<file path="config.mk">
export PLATFORM = sky130hd
export DESIGN_NAME = inst_fetch
export DESIGN_NICKNAME = d
export VERILOG_FILES = /design/src/rtl/inst_fetch.sv
export SDC_FILE = /design/constraint.sdc
export NUM_CORES = 1
export LEC_CHECK = 0
export ABC_AREA = 1
export ABC_CLOCK_PERIOD_IN_PS = 1900
export BUFFER_PORTS_ARGS = -buffer_cell sky130_fd_sc_hd__buf_2
export CAP_MARGIN = 30
export CORE_MARGIN = 2
export CORE_UTILIZATION = 56
export CTS_BUF_LIST = sky130_fd_sc_hd__clkbuf_4 sky130_fd_sc_hd__clkbuf_8
export CTS_CLUSTER_DIAMETER = 80
export CTS_CLUSTER_SIZE = 30
export DETAILED_ROUTE_END_ITERATION = 16
export HOLD_SLACK_MARGIN = 0.06
export PLACE_DENSITY = 0.8
export SYNTH_ARGS = -nofsm -noshare
export SYNTH_HDL_FRONTEND = slang
export SYNTH_SLANG_ARGS = --single-unit
export TNS_END_PERCENT = 100
</file>
<file path="constraint.sdc">
create_clock -name clk -period 1.9 [get_ports clk]
set_clock_uncertainty 0.15 [all_clocks]
set_input_delay 0.19 -clock clk [delete_from_list [all_inputs] [get_ports clk]]
set_output_delay 0.19 -clock clk [all_outputs]
set_load 0.01 [all_outputs]
</file>
<file path="src/rtl/inst_fetch.sv">
// Instruction-fetch stage: one outstanding ibus request, registered decode slot,
// one-entry buffer for responses that arrive while decode is held.
module inst_fetch #(
  parameter int                ADDR_W   = 32,
  parameter int                DATA_W   = 32,
  parameter int                HOLD_W   = 3,
  parameter logic [DATA_W-1:0] NOP_INST = 32'h0000_0013
) (
  input  logic              clk,
  input  logic              rstn,
  input  logic [ADDR_W-1:0] pc,
  input  logic [HOLD_W-1:0] hold,
  input  logic              jump,
  output logic              ibus_req,
  output logic [ADDR_W-1:0] ibus_addr,
  input  logic              ibus_gnt,
  input  logic              ibus_rvalid,
  input  logic [DATA_W-1:0] ibus_rdata,
  output logic              stall_req,
  output logic              inst_valid,
  output logic [DATA_W-1:0] inst,
  output logic [ADDR_W-1:0] inst_addr,
  output logic [1:0]        dbg_state
);

  // ibus handshake: a request transfers on a cycle with ibus_req & ibus_gnt; its
  // single-cycle response (ibus_rvalid) comes on a later cycle and cannot be refused.
  typedef enum logic [1:0] {
    S_REQ = 2'd0,
    S_RSP = 2'd1,
    S_BUF = 2'd2
  } state_t;

  state_t            r_state;
  state_t            w_state_nxt;
  logic              r_drop;
  logic              w_drop_nxt;
  logic [ADDR_W-1:0] r_req_addr;
  logic [ADDR_W-1:0] r_buf_addr;
  logic [DATA_W-1:0] r_buf_data;
  logic              r_inst_valid;
  logic [DATA_W-1:0] r_inst;
  logic [ADDR_W-1:0] r_inst_addr;

  logic w_hold_flag;
  logic w_latch_req;
  logic w_deliver_rsp;
  logic w_deliver_buf;
  logic w_capture_buf;

  assign w_hold_flag = |hold;

  always_comb begin
    w_state_nxt   = r_state;
    w_drop_nxt    = r_drop;
    w_latch_req   = 1'b0;
    w_deliver_rsp = 1'b0;
    w_deliver_buf = 1'b0;
    w_capture_buf = 1'b0;
    case (r_state)
      S_REQ: begin
        if (ibus_gnt) begin
          w_latch_req = 1'b1;
          w_state_nxt = S_RSP;
          w_drop_nxt  = jump;
        end
      end
      S_RSP: begin
        if (ibus_rvalid) begin
          w_state_nxt = S_REQ;
          w_drop_nxt  = 1'b0;
          if (!r_drop && !jump) begin
            if (!w_hold_flag) begin
              w_deliver_rsp = 1'b1;
            end else begin
              w_capture_buf = 1'b1;
              w_state_nxt   = S_BUF;
            end
          end
        end else if (jump) begin
          // Response still owed by memory; it must be swallowed when it lands.
          w_drop_nxt = 1'b1;
        end
      end
      S_BUF: begin
        if (jump) begin
          w_state_nxt = S_REQ;
        end else if (!w_hold_flag) begin
          w_deliver_buf = 1'b1;
          w_state_nxt   = S_REQ;
        end
      end
      default: w_state_nxt = S_REQ;
    endcase
  end

  assign ibus_req   = (r_state == S_REQ);
  assign ibus_addr  = pc;
  assign stall_req  = !(jump || w_deliver_rsp || w_deliver_buf);
  assign inst_valid = r_inst_valid;
  assign inst       = r_inst;
  assign inst_addr  = r_inst_addr;
  assign dbg_state  = r_state;

  always_ff @(posedge clk or negedge rstn) begin
    if (!rstn) begin
      r_state    <= S_REQ;
      r_drop     <= 1'b0;
      r_req_addr <= '0;
      r_buf_addr <= '0;
      r_buf_data <= '0;
    end else begin
      r_state <= w_state_nxt;
      r_drop  <= w_drop_nxt;
      if (w_latch_req) r_req_addr <= pc;
      if (w_capture_buf) begin
        r_buf_data <= ibus_rdata;
        r_buf_addr <= r_req_addr;
      end
    end
  end

  // Decode slot: jump flushes, delivery loads, otherwise bubble unless held.
  always_ff @(posedge clk or negedge rstn) begin
    if (!rstn) begin
      r_inst       <= NOP_INST;
      r_inst_addr  <= '0;
      r_inst_valid <= 1'b0;
    end else if (jump) begin
      r_inst       <= NOP_INST;
      r_inst_valid <= 1'b0;
    end else if (w_deliver_rsp) begin
      r_inst       <= ibus_rdata;
      r_inst_addr  <= r_req_addr;
      r_inst_valid <= 1'b1;
    end else if (w_deliver_buf) begin
      r_inst       <= r_buf_data;
      r_inst_addr  <= r_buf_addr;
      r_inst_valid <= 1'b1;
    end else if (!w_hold_flag) begin
      r_inst       <= NOP_INST;
      r_inst_valid <= 1'b0;
    end
  end

endmodule
</file>
# Word level (Yosys, flattened, before mapping)
# Cells that the tools add are included.
# W data, S select, Z words.
# classes
n_eq_ne	7
n_mux	33
n_bitwise	1
n_reduce_logical	13
# ops
op	count
$mux W32	6
$mux W1	19
$mux W2	6
$ne A3 B3 Y1 const B	2
$pmux W2 S3	1
$reduce_and A3 Y1	2
$ne A4 B2 Y1 const B	1
$reduce_bool A2 Y1	2
$logic_not A1 Y1	3
$reduce_or A3 Y1	1
$eq A2 B1 Y1 const B	1
$eq A2 B2 Y1 const B	1
$logic_not A2 Y1	1
$logic_or A1 B1 Y1	2
$ne A2 B1 Y1 const B	1
$ne A2 B2 Y1 const B	1
$pmux W1 S2	1
$reduce_and A2 Y1	1
$logic_and A1 B1 Y1	1
$not A1 Y1	1
# totals
reg_bits	164
wordCells	62

# Depth between registers and ports, before layout
# depth
ltp_word	8
depth_mapped	9
ltp_nobuf	8

# Worst setup path after synthesis
# No wires, ideal clock.
# synth_path
kind	register to output
from	register r_state[0] (netlist: dbg_state[0])
to	output stall_req
arrival_time_ps	1260
required_ps	1560
path_slack_ps	300
stages_incl_launch_ff	9
n_path_buf	1
cell_sequence	dfrtp_1 inv_2 nor2_4 nand2_4 inv_2 nand2_2 nand2_2 buf_4 nor2_1
# synth_via
elab_chain_cells	5
elab_cells_between_ends	7
classes_between	eq/ne: 2; mux: 2; reduce/logical: 3
# synth_rtl
item	line_no	text
start, declared	34	state_t r_state;
start signal, assigned	113	r_state <= w_state_nxt;
$eq A2 B1 Y1	60	case (r_state)
$mux W1	60	
$logic_or A1 B1 Y1	99	assign stall_req = !(jump || w_deliver_rsp || w_deliver_buf);
$logic_or A1 B1 Y1 *	99	
$logic_not A1 Y1 *	99	
end, declared	19	output logic stall_req,
# Mark *: on every way between the ends. The rest lies on a longest branch, timed or not.

# Final worst setup path
# Ends and elaborated chain as after synthesis.

==> impl_metrics.py <==
metrics = {
    "final_layout": {
        "nNetsFinal": 1138,
        "drive_above_1_share_pct": 23.1,
        "antennaDiodeCount": 0,
        "fillers": 949,
        "final_cell_count_no_fill": 1251,
        "syn_to_final_growth_pct": 27.4,
    },
    "critical_path": {
        "setup.worst_path.end_class": "primary output",
        "arrival_ns": 1.46,
        "path_class": "flop to primary output",
        "crit_fanout": 3,
        "cp.required_ns": 1.56,
        "cp-start-kind": "flop",
    },
    "timing": {
        "fin_crit_sh_pct": 94.5,
        "finalSetupViolCount": 0,
        "report.final.slew_viol_count": 0,
        "period_needed_ns": 1.80,
        "hold_violations": 0,
        "worstMarginPinSlew_ns": 0.459,
        "max_freq_mhz": 557,
        "timing.setup.tns_ns": 0,
        "rsz0062_at_grt": "no",
        "hold_ws_ns": 0.102,
        "slew-limit-headroom_pct": 69.4,
        "layout_setup_ws_ns": 0.104,
    },
    "grt": {
        "use_met3_pct": 5.52,
        "grtUsageTotal_pct": 26.9,
        "grt_util_met2_pct": 44.3,
        "gr-usage-met1_pct": 36.3,
        "grt_pass1_wl_mm": 30.1,
        "grt_max_degree": 70,
        "grt_overflow": 0,
        "grt_pass1_vias": 6081,
        "busiest_layer": "met2",
        "antenna_found_initial": 0,
    },
    "yosys": {
        "synth_nets": 935,
        "muxShareOfSynthArea_pct": 0,
        "yosys.area_share.simple_pct": 22.1,
        "syn-cell-area_sq_mm": 0.00728,
        "synth.top_cells.by_count": "197 x nand2_1, 161 x dfrtp_1, 128 x nand3_1",
        "synth_area_leaders": "dfrtp_1 55%, nand2_1 10%, nand3_1 8.8%",
        "seq_area_frac_synth_pct": 56.4,
        "synth_compound_area_share_pct": 9.31,
        "synthDistinctLibCells": 23,
        "yosys.area_share.adder_pct": 0,
        "synth_edf_count": 0,
        "synth_warnings": 0,
        "ys_ff_latch": 164,
        "avgSynthCellArea_sq_um": 8.44,
        "synth_xor_area_share_pct": 0,
        "synth_top_family_by_area": "simple AND/OR/NAND/NOR gates",
        "synth_cells": 863,
        "synth.top_cell.area_share_pct": 55.3,
        "synth_most_common_cell": "nand2_1",
        "yosys.area.top_type": "dfrtp_1",
        "async_reset_ff_share_pct": 100,
        "ys.flop_type": "dfrtp_1",
    },
    "run": {
        "maxCapViolCount": 0,
    },
    "drt": {
        "vias_per_cell": 5.08,
        "postRouteAntennaNets": 0,
        "vias": 6350,
        "drtIter0Drc": 589,
        "drc": 0,
        "firstDrtPassIters": 5,
        "routed_wl_mm": 18.1,
        "avgRoutedWirePerCell_um": 14.5,
    },
    "power": {
        "power.total_uw": 10900,
        "p_leak_uw": 0.00504,
        "p_per_area_mw_per_mm2": 1170,
        "ir_drop_uv": 795,
    },
    "clocking": {
        "clockBufferDepth": 2,
        "root_buffer": "clkbuf_8",
        "numCtsBuffers": 17,
        "cts_tree": "built",
        "clock_latency_ns": 0.44,
        "htree_levels": 4,
        "clk_pin_slew_ns": 0.07,
        "clock-sinks": 164,
    },
    "placed_design": {
        "dp.cells": 1148,
        "pre_cts_ws_ns": 0.148,
        "portBuffers": 172,
        "hpwl_mm": 10.9,
        "gp_congestion": 0.770,
    },
    "floorplan": {
        "die_height_um": 118,
        "dieArea_sq_mm": 0.0139,
        "start_util_pct": 57.5,
        "num_rows": 41,
        "fp.coreArea_sq_mm": 0.0127,
        "ios": 173,
        "die_width_um": 118,
    },
    "run_status": {
        "status": "completed",
    },
    "hold_path": {
        "holdCritPathClass": "input port to async pin",
    },
}
cell usage in the layout, fill, tap and decap left out:
cell type / Yosys / final
inv_1: 103 / 103
nand2_1: 197 / 196
inv_2: 2 / 1
inv_4: 0 / 1
nand2_2: 3 / 3
o211ai_1: 1 / 1
dlygate4sd3_1: 0 / 67
nand3b_1: 1 / 1
clkbuf_8: 0 / 22
nand2_4: 1 / 2
dfstp_2: 3 / 3
nand3_2: 1 / 1
nand3_1: 128 / 127
buf_2: 26 / 170
a21oi_1: 37 / 37
o21ai_1: 52 / 52
buf_6: 1 / 1
clkbuf_4: 0 / 6
nor2_4: 2 / 3
nand3_4: 0 / 1
dfrtp_2: 0 / 1
buf_4: 37 / 21
nor2_1: 41 / 39
dlymetal6s4s_1: 0 / 1
dfrtp_1: 161 / 160
o21ai_0: 45 / 45
clkinv_2: 0 / 3
bufinv_16: 0 / 1
nor2_2: 1 / 2
clkinv_1: 1 / 1
buf_12: 0 / 7
state kept, by name, indices dropped and copies added (netlist names):
register,count
inst_addr,32
r_buf_data,32
r_drop,1
inst,32
r_buf_addr,32
inst_valid,1
dbg_state,2
r_req_addr,32
through the flow:
step / instance area, sq um / utilization (%)
3_5_place_dp: 8160 / 64.4
6_report: 9280 / 73.2
4_1_cts: 9250 / 73.0
3_3_place_gp: 8160 / 64.4
5_1_grt: 9280 / 73.2
2_1_floorplan: 7280 / -
report_power, final:
group          internal (uW)  switching [uW]  leakage [uW]
clock network           1300            1160      0.000212
logic                   1260            1810       0.00277
registers               4760             617       0.00206
final cells by class:
| class | instances | area [sq um] | area share, % |
|---|---|---|---|
| clock buffer | 28 | 348 | 3.75 |
| clock inverter | 4 | 45.0 | 0.485 |
| inverter | 106 | 400 | 4.31 |
| multi-input combinational | 510 | 2320 | 25.0 |
| sequential | 164 | 4110 | 44.3 |
| tap | 172 | 215 | 2.32 |
| timing repair buffer | 267 | 1840 | 19.9 |
worst max-delay path, cell delays in order, from the launching register on:
cell     delay (ns)
dfrtp_1        0.37
inv_2          0.06
nor2_4         0.14
nand2_4        0.07
inv_4          0.05
nand2_2        0.07
nand2_4        0.08
nor2_1         0.04
buf_2          0.14
path summary, 6_finish.rpt:
check / to / cells after the start / startpoint / slack [ns]
setup reg to reg: inst_addr[29] / 9 / dbg_state[0] / 0.17
min in group clk: inst[0] / 5 / hold[0] / 0.13
setup / recovery: stall_req / 8 / dbg_state[0] / 0.10
hold / removal: inst[9] / 2 / rstn / 0.10
hold reg to reg: inst_valid / 2 / inst_valid / 0.34
max in group asynchronous: inst[21] / 3 / rstn / 0.84
routing by layer:
layer,up-vias,wire length [um]
li1,3106,-
met1,2957,7810
met2,269,8920
met3,18,1160
met4,0,189
met5,-,0
logic make-up after synthesis:
kind of cell | Yosys count
buffers and inverters | 189
and+or+nand+nor | 375
AOI/OAI and AO/OA | 135
DFF | 164
repair_timing:
item                                   4_1_cts  5_1_grt
hold buffers                                68        0
buffers inserted                             2        2
gates resized for setup                      2        5
pin swaps                                    1        1
endpoints found under the hold margin      259        0
setup endpoints to repair                    1        1
gates cloned                                 0        0
No activity file was read; power rests on OpenSTA's default activity.
